File: src/rtl/falloc_core_if.sv
// Client and header-LSU signal bundle for the free-list allocator core.
// Signal names carry the direction as seen from the core; the slave modport
// is the core side, the master modport is the client/LSU environment side.
interface falloc_core_if #(
  parameter int ADDR_W = 32
);
  logic              req_valid_i;
  logic              req_ready_o;
  logic              req_op_i;
  logic [ADDR_W-1:0] req_size_i;
  logic [ADDR_W-1:0] req_ptr_i;
  logic              rsp_valid_o;
  logic [ADDR_W-1:0] rsp_ptr_o;
  logic              rsp_err_o;
  logic              lsu_req_valid_o;
  logic              lsu_req_ready_i;
  logic [1:0]        lsu_req_op_o;
  logic [ADDR_W-1:0] lsu_req_addr_o;
  logic [ADDR_W-1:0] lsu_req_size_o;
  logic [ADDR_W-1:0] lsu_req_next_o;
  logic              lsu_rsp_valid_i;
  logic [ADDR_W-1:0] lsu_rsp_size_i;
  logic [ADDR_W-1:0] lsu_rsp_next_i;

  modport slave (
    input  req_valid_i, req_op_i, req_size_i, req_ptr_i,
    input  lsu_req_ready_i, lsu_rsp_valid_i, lsu_rsp_size_i, lsu_rsp_next_i,
    output req_ready_o, rsp_valid_o, rsp_ptr_o, rsp_err_o,
    output lsu_req_valid_o, lsu_req_op_o, lsu_req_addr_o, lsu_req_size_o, lsu_req_next_o
  );

  modport master (
    output req_valid_i, req_op_i, req_size_i, req_ptr_i,
    output lsu_req_ready_i, lsu_rsp_valid_i, lsu_rsp_size_i, lsu_rsp_next_i,
    input  req_ready_o, rsp_valid_o, rsp_ptr_o, rsp_err_o,
    input  lsu_req_valid_o, lsu_req_op_o, lsu_req_addr_o, lsu_req_size_o, lsu_req_next_o
  );
endinterface

File: src/rtl/falloc_core.sv
// First-fit free-list allocator core.
// ALLOC walks the singly linked free list from the sentinel header and carves
// the first block large enough, splitting off the tail when the remainder can
// hold a header plus a minimum payload. FREE pushes a block back at the head.
// Every list access is bracketed by LOCK/UNLOCK on the header LSU, and a hop
// watchdog bounds the walk so a corrupted (circular) list cannot hang the core.
module falloc_core #(
  parameter int                ADDR_W     = 32,
  parameter int                HDR_BYTES  = 16,
  parameter int                ALIGN_LOG2 = 3,
  parameter int                MIN_SPLIT  = 16,
  parameter logic [ADDR_W-1:0] HEAD_ADDR  = 'h10,
  parameter logic [ADDR_W-1:0] NULL_ADDR  = '0,
  parameter int                MAX_HOPS   = 1024
) (
  input logic          clk_i,
  input logic          rst_i,
  falloc_core_if.slave bus
);

  localparam int                HOP_W      = $clog2(MAX_HOPS + 1);
  localparam logic [ADDR_W-1:0] HDR        = ADDR_W'(HDR_BYTES);
  localparam logic [ADDR_W-1:0] SPLIT_MIN  = ADDR_W'(HDR_BYTES + MIN_SPLIT);
  localparam logic [ADDR_W-1:0] ALIGN_MASK = ADDR_W'((1 << ALIGN_LOG2) - 1);
  localparam logic [HOP_W-1:0]  HOP_LIMIT  = HOP_W'(MAX_HOPS);

  localparam logic [1:0] OP_LOCK   = 2'd0;
  localparam logic [1:0] OP_UNLOCK = 2'd1;
  localparam logic [1:0] OP_LOAD   = 2'd2;
  localparam logic [1:0] OP_STORE  = 2'd3;

  localparam logic [3:0] S_IDLE    = 4'd0;
  localparam logic [3:0] S_LOCK    = 4'd1;
  localparam logic [3:0] S_LD_HEAD = 4'd2;
  localparam logic [3:0] S_WALK    = 4'd3;
  localparam logic [3:0] S_LD_BLK  = 4'd4;
  localparam logic [3:0] S_FIT     = 4'd5;
  localparam logic [3:0] S_ST_NEW  = 4'd6;
  localparam logic [3:0] S_ST_PREV = 4'd7;
  localparam logic [3:0] S_UNLOCK  = 4'd8;
  localparam logic [3:0] S_RESP    = 4'd9;

  logic [3:0]        state;
  logic              lsu_acc;
  logic              is_free;
  logic              err_q;
  logic [ADDR_W-1:0] size_q;
  logic [ADDR_W-1:0] blk_q;
  logic [ADDR_W-1:0] prev_q;
  logic [ADDR_W-1:0] prev_size_q;
  logic [ADDR_W-1:0] cand_q;
  logic [ADDR_W-1:0] blk_size_q;
  logic [ADDR_W-1:0] blk_next_q;
  logic [ADDR_W-1:0] new_addr_q;
  logic [ADDR_W-1:0] new_size_q;
  logic [ADDR_W-1:0] new_next_q;
  logic [ADDR_W-1:0] link_q;
  logic [ADDR_W-1:0] rsp_ptr_q;
  logic [HOP_W-1:0]  hops_q;

  logic [ADDR_W:0]   size_sum;
  logic [ADDR_W-1:0] size_rounded;
  logic              imm_err;
  logic              lsu_state;
  logic              lsu_req_valid;
  logic              lsu_done;
  logic [ADDR_W-1:0] fit_diff;
  logic [ADDR_W-1:0] split_addr;

  // Request decode: round the size up to the alignment granule, watching the carry for wrap.
  always_comb begin
    size_sum     = {1'b0, bus.req_size_i} + {1'b0, ALIGN_MASK};
    size_rounded = size_sum[ADDR_W-1:0] & ~ALIGN_MASK;
    imm_err      = size_sum[ADDR_W] || (size_rounded == '0) ||
                   (bus.req_op_i && (bus.req_ptr_i < HDR));
  end

  // LSU handshake: request is up until accepted, done when the matching response arrives
  // (a response in the acceptance cycle itself also counts).
  always_comb begin
    lsu_state = (state == S_LOCK) || (state == S_LD_HEAD) || (state == S_LD_BLK) ||
                (state == S_ST_NEW) || (state == S_ST_PREV) || (state == S_UNLOCK);
    lsu_req_valid = lsu_state && !lsu_acc;
    lsu_done      = lsu_state && bus.lsu_rsp_valid_i && (lsu_acc || bus.lsu_req_ready_i);
    fit_diff      = blk_size_q - size_q;
    split_addr    = cand_q + HDR + size_q;
  end

  // LSU request fields, driven from registered state so they stay stable while stalled.
  always_comb begin
    bus.lsu_req_op_o   = OP_LOCK;
    bus.lsu_req_addr_o = '0;
    bus.lsu_req_size_o = '0;
    bus.lsu_req_next_o = '0;
    if (lsu_req_valid) begin
      case (state)
        S_LOCK: begin
          bus.lsu_req_op_o   = OP_LOCK;
          bus.lsu_req_addr_o = HEAD_ADDR;
        end
        S_LD_HEAD: begin
          bus.lsu_req_op_o   = OP_LOAD;
          bus.lsu_req_addr_o = HEAD_ADDR;
        end
        S_LD_BLK: begin
          bus.lsu_req_op_o   = OP_LOAD;
          bus.lsu_req_addr_o = cand_q;
        end
        S_ST_NEW: begin
          bus.lsu_req_op_o   = OP_STORE;
          bus.lsu_req_addr_o = new_addr_q;
          bus.lsu_req_size_o = new_size_q;
          bus.lsu_req_next_o = new_next_q;
        end
        S_ST_PREV: begin
          bus.lsu_req_op_o   = OP_STORE;
          bus.lsu_req_addr_o = prev_q;
          bus.lsu_req_size_o = prev_size_q;
          bus.lsu_req_next_o = link_q;
        end
        S_UNLOCK: begin
          bus.lsu_req_op_o   = OP_UNLOCK;
          bus.lsu_req_addr_o = HEAD_ADDR;
        end
        default: bus.lsu_req_op_o = OP_LOCK;
      endcase
    end
  end

  // Client-facing outputs; response fields read as zero outside the single RESP cycle.
  always_comb begin
    bus.req_ready_o     = (state == S_IDLE);
    bus.rsp_valid_o     = (state == S_RESP);
    bus.rsp_ptr_o       = (state == S_RESP) ? rsp_ptr_q : '0;
    bus.rsp_err_o       = (state == S_RESP) ? err_q : 1'b0;
    bus.lsu_req_valid_o = lsu_req_valid;
  end

  // Main control: walk/edit the list, with immediate errors going straight to RESP.
  always_ff @(posedge clk_i or posedge rst_i) begin
    if (rst_i) begin
      state       <= S_IDLE;
      lsu_acc     <= 1'b0;
      is_free     <= 1'b0;
      err_q       <= 1'b0;
      size_q      <= '0;
      blk_q       <= '0;
      prev_q      <= '0;
      prev_size_q <= '0;
      cand_q      <= '0;
      blk_size_q  <= '0;
      blk_next_q  <= '0;
      new_addr_q  <= '0;
      new_size_q  <= '0;
      new_next_q  <= '0;
      link_q      <= '0;
      rsp_ptr_q   <= '0;
      hops_q      <= '0;
    end else begin
      if (lsu_done) begin
        lsu_acc <= 1'b0;
      end else if (lsu_req_valid && bus.lsu_req_ready_i) begin
        lsu_acc <= 1'b1;
      end

      case (state)
        S_IDLE: begin
          if (bus.req_valid_i) begin
            is_free   <= bus.req_op_i;
            size_q    <= size_rounded;
            blk_q     <= bus.req_ptr_i - HDR;
            rsp_ptr_q <= '0;
            err_q     <= imm_err;
            state     <= imm_err ? S_RESP : S_LOCK;
          end
        end
        S_LOCK: begin
          if (lsu_done) state <= S_LD_HEAD;
        end
        S_LD_HEAD: begin
          if (lsu_done) begin
            prev_q      <= HEAD_ADDR;
            prev_size_q <= '0;
            if (is_free) begin
              new_addr_q <= blk_q;
              new_size_q <= size_q;
              new_next_q <= bus.lsu_rsp_next_i;
              state      <= S_ST_NEW;
            end else begin
              cand_q <= bus.lsu_rsp_next_i;
              hops_q <= '0;
              state  <= S_WALK;
            end
          end
        end
        S_WALK: begin
          if ((cand_q == NULL_ADDR) || (hops_q == HOP_LIMIT)) begin
            err_q <= 1'b1;
            state <= S_UNLOCK;
          end else begin
            state <= S_LD_BLK;
          end
        end
        S_LD_BLK: begin
          if (lsu_done) begin
            blk_size_q <= bus.lsu_rsp_size_i;
            blk_next_q <= bus.lsu_rsp_next_i;
            state      <= S_FIT;
          end
        end
        S_FIT: begin
          if (blk_size_q < size_q) begin
            prev_q      <= cand_q;
            prev_size_q <= blk_size_q;
            cand_q      <= blk_next_q;
            hops_q      <= hops_q + HOP_W'(1);
            state       <= S_WALK;
          end else if (fit_diff >= SPLIT_MIN) begin
            new_addr_q <= split_addr;
            new_size_q <= fit_diff - HDR;
            new_next_q <= blk_next_q;
            link_q     <= split_addr;
            state      <= S_ST_NEW;
          end else begin
            link_q <= blk_next_q;
            state  <= S_ST_PREV;
          end
        end
        S_ST_NEW: begin
          if (lsu_done) begin
            if (is_free) link_q <= blk_q;
            state <= S_ST_PREV;
          end
        end
        S_ST_PREV: begin
          if (lsu_done) state <= S_UNLOCK;
        end
        S_UNLOCK: begin
          if (lsu_done) begin
            rsp_ptr_q <= (err_q || is_free) ? '0 : (cand_q + HDR);
            state     <= S_RESP;
          end
        end
        S_RESP: begin
          state <= S_IDLE;
        end
        default: state <= S_IDLE;
      endcase
    end
  end

endmodule
File: src/flat_wrapper.sv
// flat-port wrapper written by rule: the top's interface ports become plain ports
module falloc_core_flat 
#(
  parameter int                ADDR_W     = 32,
  parameter int                HDR_BYTES  = 16,
  parameter int                ALIGN_LOG2 = 3,
  parameter int                MIN_SPLIT  = 16,
  parameter logic [ADDR_W-1:0] HEAD_ADDR  = 'h10,
  parameter logic [ADDR_W-1:0] NULL_ADDR  = '0,
  parameter int                MAX_HOPS   = 1024
)
  (clk_i, rst_i, bus_req_valid_i, bus_req_op_i, bus_req_size_i, bus_req_ptr_i, bus_lsu_req_ready_i, bus_lsu_rsp_valid_i, bus_lsu_rsp_size_i, bus_lsu_rsp_next_i, bus_req_ready_o, bus_rsp_valid_o, bus_rsp_ptr_o, bus_rsp_err_o, bus_lsu_req_valid_o, bus_lsu_req_op_o, bus_lsu_req_addr_o, bus_lsu_req_size_o, bus_lsu_req_next_o);
  falloc_core_if #(.ADDR_W(ADDR_W)) bus_i ();
  input logic clk_i;
  input logic rst_i;
  input wire logic [$bits(bus_i.req_valid_i)-1:0] bus_req_valid_i;
  input wire logic [$bits(bus_i.req_op_i)-1:0] bus_req_op_i;
  input wire logic [$bits(bus_i.req_size_i)-1:0] bus_req_size_i;
  input wire logic [$bits(bus_i.req_ptr_i)-1:0] bus_req_ptr_i;
  input wire logic [$bits(bus_i.lsu_req_ready_i)-1:0] bus_lsu_req_ready_i;
  input wire logic [$bits(bus_i.lsu_rsp_valid_i)-1:0] bus_lsu_rsp_valid_i;
  input wire logic [$bits(bus_i.lsu_rsp_size_i)-1:0] bus_lsu_rsp_size_i;
  input wire logic [$bits(bus_i.lsu_rsp_next_i)-1:0] bus_lsu_rsp_next_i;
  output wire logic [$bits(bus_i.req_ready_o)-1:0] bus_req_ready_o;
  output wire logic [$bits(bus_i.rsp_valid_o)-1:0] bus_rsp_valid_o;
  output wire logic [$bits(bus_i.rsp_ptr_o)-1:0] bus_rsp_ptr_o;
  output wire logic [$bits(bus_i.rsp_err_o)-1:0] bus_rsp_err_o;
  output wire logic [$bits(bus_i.lsu_req_valid_o)-1:0] bus_lsu_req_valid_o;
  output wire logic [$bits(bus_i.lsu_req_op_o)-1:0] bus_lsu_req_op_o;
  output wire logic [$bits(bus_i.lsu_req_addr_o)-1:0] bus_lsu_req_addr_o;
  output wire logic [$bits(bus_i.lsu_req_size_o)-1:0] bus_lsu_req_size_o;
  output wire logic [$bits(bus_i.lsu_req_next_o)-1:0] bus_lsu_req_next_o;
  assign bus_i.req_valid_i = bus_req_valid_i;
  assign bus_i.req_op_i = bus_req_op_i;
  assign bus_i.req_size_i = bus_req_size_i;
  assign bus_i.req_ptr_i = bus_req_ptr_i;
  assign bus_i.lsu_req_ready_i = bus_lsu_req_ready_i;
  assign bus_i.lsu_rsp_valid_i = bus_lsu_rsp_valid_i;
  assign bus_i.lsu_rsp_size_i = bus_lsu_rsp_size_i;
  assign bus_i.lsu_rsp_next_i = bus_lsu_rsp_next_i;
  assign bus_req_ready_o = bus_i.req_ready_o;
  assign bus_rsp_valid_o = bus_i.rsp_valid_o;
  assign bus_rsp_ptr_o = bus_i.rsp_ptr_o;
  assign bus_rsp_err_o = bus_i.rsp_err_o;
  assign bus_lsu_req_valid_o = bus_i.lsu_req_valid_o;
  assign bus_lsu_req_op_o = bus_i.lsu_req_op_o;
  assign bus_lsu_req_addr_o = bus_i.lsu_req_addr_o;
  assign bus_lsu_req_size_o = bus_i.lsu_req_size_o;
  assign bus_lsu_req_next_o = bus_i.lsu_req_next_o;
  falloc_core #(.ADDR_W(ADDR_W), .HDR_BYTES(HDR_BYTES), .ALIGN_LOG2(ALIGN_LOG2), .MIN_SPLIT(MIN_SPLIT), .HEAD_ADDR(HEAD_ADDR), .NULL_ADDR(NULL_ADDR), .MAX_HOPS(MAX_HOPS)) u_core (.clk_i(clk_i), .rst_i(rst_i), .bus(bus_i));
endmodule
File: config.mk
export PLATFORM = sky130hd
export DESIGN_NAME = falloc_core_flat
export DESIGN_NICKNAME = d
export VERILOG_FILES = /design/src/rtl/falloc_core_if.sv /design/src/rtl/falloc_core.sv /design/src/flat_wrapper.sv
export SDC_FILE = /design/constraint.sdc
export NUM_CORES = 1
export LEC_CHECK = 0
export ABC_AREA = 1
export CORE_MARGIN = 5
export CORE_UTILIZATION = 54
export CTS_BUF_LIST = sky130_fd_sc_hd__clkbuf_4
export DETAILED_ROUTE_END_ITERATION = 16
export HOLD_SLACK_MARGIN = 0.08
export PLACE_DENSITY_LB_ADDON = 0.08
export SYNTH_ARGS = -nofsm -noshare
export SYNTH_HDL_FRONTEND = slang
export SYNTH_SLANG_ARGS = --single-unit
File: constraint.sdc
create_clock -name clk_i -period 14.5 [get_ports clk_i]
set_input_delay 2.9 -clock clk_i [delete_from_list [all_inputs] [get_ports clk_i]]
set_output_delay 2.9 -clock clk_i [all_outputs]
set_load 0.02 [all_outputs]
==> flow_metrics.tcl <==
set metrics [dict create \
    pin_count 268 \
    synthDistinctLibCells 52 \
    fp-row-count 79 \
    r2r_start "u_core.size_q[3]" \
    power_per_cell_area_nw_per_um2 232 \
    worstSetupPathType "flop to output port" \
    maxSlewViolCount 0 \
    yosysWarnings 0 \
    cts_root_buffer "clkbuf_4" \
    worst-endpoint-required_ns 11.60 \
    synth_nets 3902 \
    clock_latency_ns 0.92 \
    syn-cell-area_um2 25400 \
    synth_compound_area_share_pct 13.8 \
    io_buffers 267 \
    rsz0062_at_grt "false" \
    tightestPinTransition_ns 1.19 \
    grt_pass1_wl_um 130000 \
    seq_area_frac_synth_pct 39.4 \
    grt_use_total_pct 32.3 \
    final_area_um2 29700 \
    synth_top_family_by_area "simple AND/OR/NAND/NOR gates" \
    cts_resized 0 \
    muxShareOfSynthArea_pct 1.15 \
    synthAdderAreaFrac_pct 3.31 \
    fin_cells 4629 \
    drv_cap 0 \
    drcViolationCount 0 \
    hold_start "u_core.new_size_q[16]" \
    whs_endpoint "u_core.new_size_q[16]" \
    drtIter0Drc 2404 \
    htree_levels 3 \
    via_count 25200 \
    route.detailed.wl_per_inst_um 18.3 \
    status "finished, final reports clean" \
    final_common_cell "nand2_1" \
    ant_nets 0 \
    setup_tns_ns 0 \
    fin_crit_ns 7.35 \
    postCtsSetupBuffers 0 \
    p_leak_nw 14.2 \
    finalCritPeriodShare_pct 50.7 \
    dpl.cell_count 4436 \
    timing.fmax_mhz 136 \
    finClkSkew_ns 0.0757 \
    ys_ff_latch 399 \
    r2r_cells 19 \
    numCtsBuffers 107 \
    dr.pass1.iters 6 \
    area_growth_pct 17.1 \
    routed_wl_um 84500 \
    ir_worst_vdd_v 0.000128 \
    path_max_fanout 57 \
    first_global_vias 22900 \
    slew-limit-headroom_pct 20.8 \
    viasPerCell 5.45 \
    path_clk_slew_ns 0.06 \
    antenna_found_initial 6 \
    synth-xor-area-share_pct 2.83 \
    fp.coreArea_um2 46600 \
    min_path_type "flop to flop" \
    final_cell_mix "1326 x nand2_1, 401 x inv_1, 399 x dfrtp_1, 357 x o21ai_0, 291 x nor2_1" \
    avgSynthCellArea_um2 6.85 \
    die_area_um2 51400 \
    detailed_place.area_um2 28300 \
    clock-sinks 399 \
    synth-simple-area-share_pct 30.4 \
    cts_tree "done" \
    drive_gt1_share_pct 8.12 \
    worst_setup_path_end_kind "output port" \
    hold_viol_final 0 \
    whs_path_depth 2 \
    critPathArrivalTime_ns 4.45 \
    setup.worst_path.start_class "flop" \
    grt_max_degree 169 \
    cts_max_path_buffers 3 \
    r2r_end "u_core.new_next_q[30]" \
    dp_hpwl_um 62600 \
    setup_viol 0 \
    globalplace.congestion 0.981 \
    ctsHoldBuffers 0 \
    die_x_um 227 \
    dieHeight_um 227 \
    overflow 0 \
    syn_inst 3702 \
    r2r_slack_ns 8.99 \
    initial_core_util_pct 54.5 \
    nets 4138 \
]
-- logic make-up after synthesis --
logic type,Yosys count
AND/OR/NAND/NOR,1897
AO/OA/AOI/OAI,643
buffers and inverters,589
flip-flops,399
XOR/XNOR,82
adder cells (fa/ha/maj),66
multiplexers,26
-- worst max-delay path by stage --
stage / startpoint / end / slack (ns)
after global routing: u_core.state[2] / bus_lsu_req_op_o[0] / 6.87
final: u_core.state[2] / bus_lsu_req_op_o[0] / 7.15
after CTS: u_core.state[2] / bus_lsu_req_op_o[0] / 7.15
after detailed placement: bus_lsu_req_ready_i / u_core.rsp_ptr_q[21] / 8.08
after floorplan: rst_i / u_core.blk_next_q[0] / 0.50
after global placement: u_core.state[2] / bus_lsu_req_op_o[0] / 8.14
-- power breakdown --
part	leakage (nW)	switching [mW]	total (mW)	internal, mW
combinational	8.26	2.73	3.95	1.22
clock	0.798	0.504	1.01	0.506
sequential	5.10	0.378	1.93	1.56
-- critical path, cell delays in order (launching register included) --
cell and delay [ns]:
dfrtp_1 0.39, inv_1 0.08, nor2_1 0.19, inv_1 0.20, nor2_4 0.13, buf_4 0.57
buf_4 0.67, inv_2 0.05, buf_4 0.33, a31oi_1 0.22, clkdlybuf4s50_1 0.64
-- cells in the mapped netlist (all sizes together) --
library cell	n	area share, %
or4	2	0.059
inv	427	6.3
ha	64	3.2
nand4	37	0.91
o31ai	31	0.92
nand3b	8	0.24
buf	41	1.0
and2	4	0.099
or2	7	0.17
a221oi	3	0.10
a31oi	39	0.96
o2111ai	1	0.035
nor4	10	0.25
nor2	311	4.8
a211oi	2	0.059
o21a	1	0.030
o21ai	390	8.0
xor2	61	2.1
a2bb2oi	1	0.035
nand3	122	2.6
clkinv	1	0.015
mux2	26	1.2
dfrtp	399	39
o22ai	25	0.62
nor3b	4	0.12
a21o	3	0.089
o211ai	4	0.12
a21boi	1	0.030
a22oi	1	0.030
o21bai	4	0.12
nand2b	1	0.025
xnor2	21	0.73
fa	2	0.16
clkbuf	120	1.8
nor3	33	0.73
a21oi	137	2.7
nand2	1358	20
-- area by class of cell --
class                   instances  area [µm²]
diodes                          5        12.5
clock buffers                 153        1150
clock inverters                35         205
fillers                      4387       16900
inverters                     428        1610
multi-input cells            2714       13100
flip-flops and latches        399        9980
well taps                     607         759
repair buffers                288        2860
-- flip-flops by register name, summed over array words and instances, names as in the netlist, 4 cells and up --
register	count
u_core.new_next_q	32
u_core.state	4
u_core.blk_size_q	32
u_core.cand_q	32
u_core.prev_size_q	32
u_core.blk_next_q	32
u_core.new_size_q	32
u_core.new_addr_q	32
u_core.hops_q	11
u_core.prev_q	32
u_core.size_q	29
u_core.rsp_ptr_q	32
u_core.blk_q	32
u_core.link_q	32
-- layer usage --
layer / global-route usage [%] / share of wire, % / vias to the layer above
met5: 0 / 0.056 / -
met4: 12.1 / 3.7 / 8
met3: 9.08 / 9.6 / 163
met2: 46.1 / 42 / 978
met1: 46.9 / 44 / 11700
li1: - / - / 12300
-- metrics by stage --
| step | utilization (%) | power, mW | setup WS, ns | hold WS (ns) |
|---|---|---|---|---|
| 2_1_floorplan | - | 4.71 | 0.504 | 0.449 |
| 3_3_place_gp | 60.9 | 5.75 | 8.14 | 0.463 |
| 3_5_place_dp | 60.9 | 5.80 | 8.08 | 0.465 |
| 4_1_cts | 63.8 | 6.84 | 7.15 | 0.482 |
| 5_1_grt | 63.8 | 7.51 | 6.87 | 0.497 |
| 6_report | 63.8 | 6.89 | 7.15 | 0.480 |
Power figures use the tool's default switching activity.
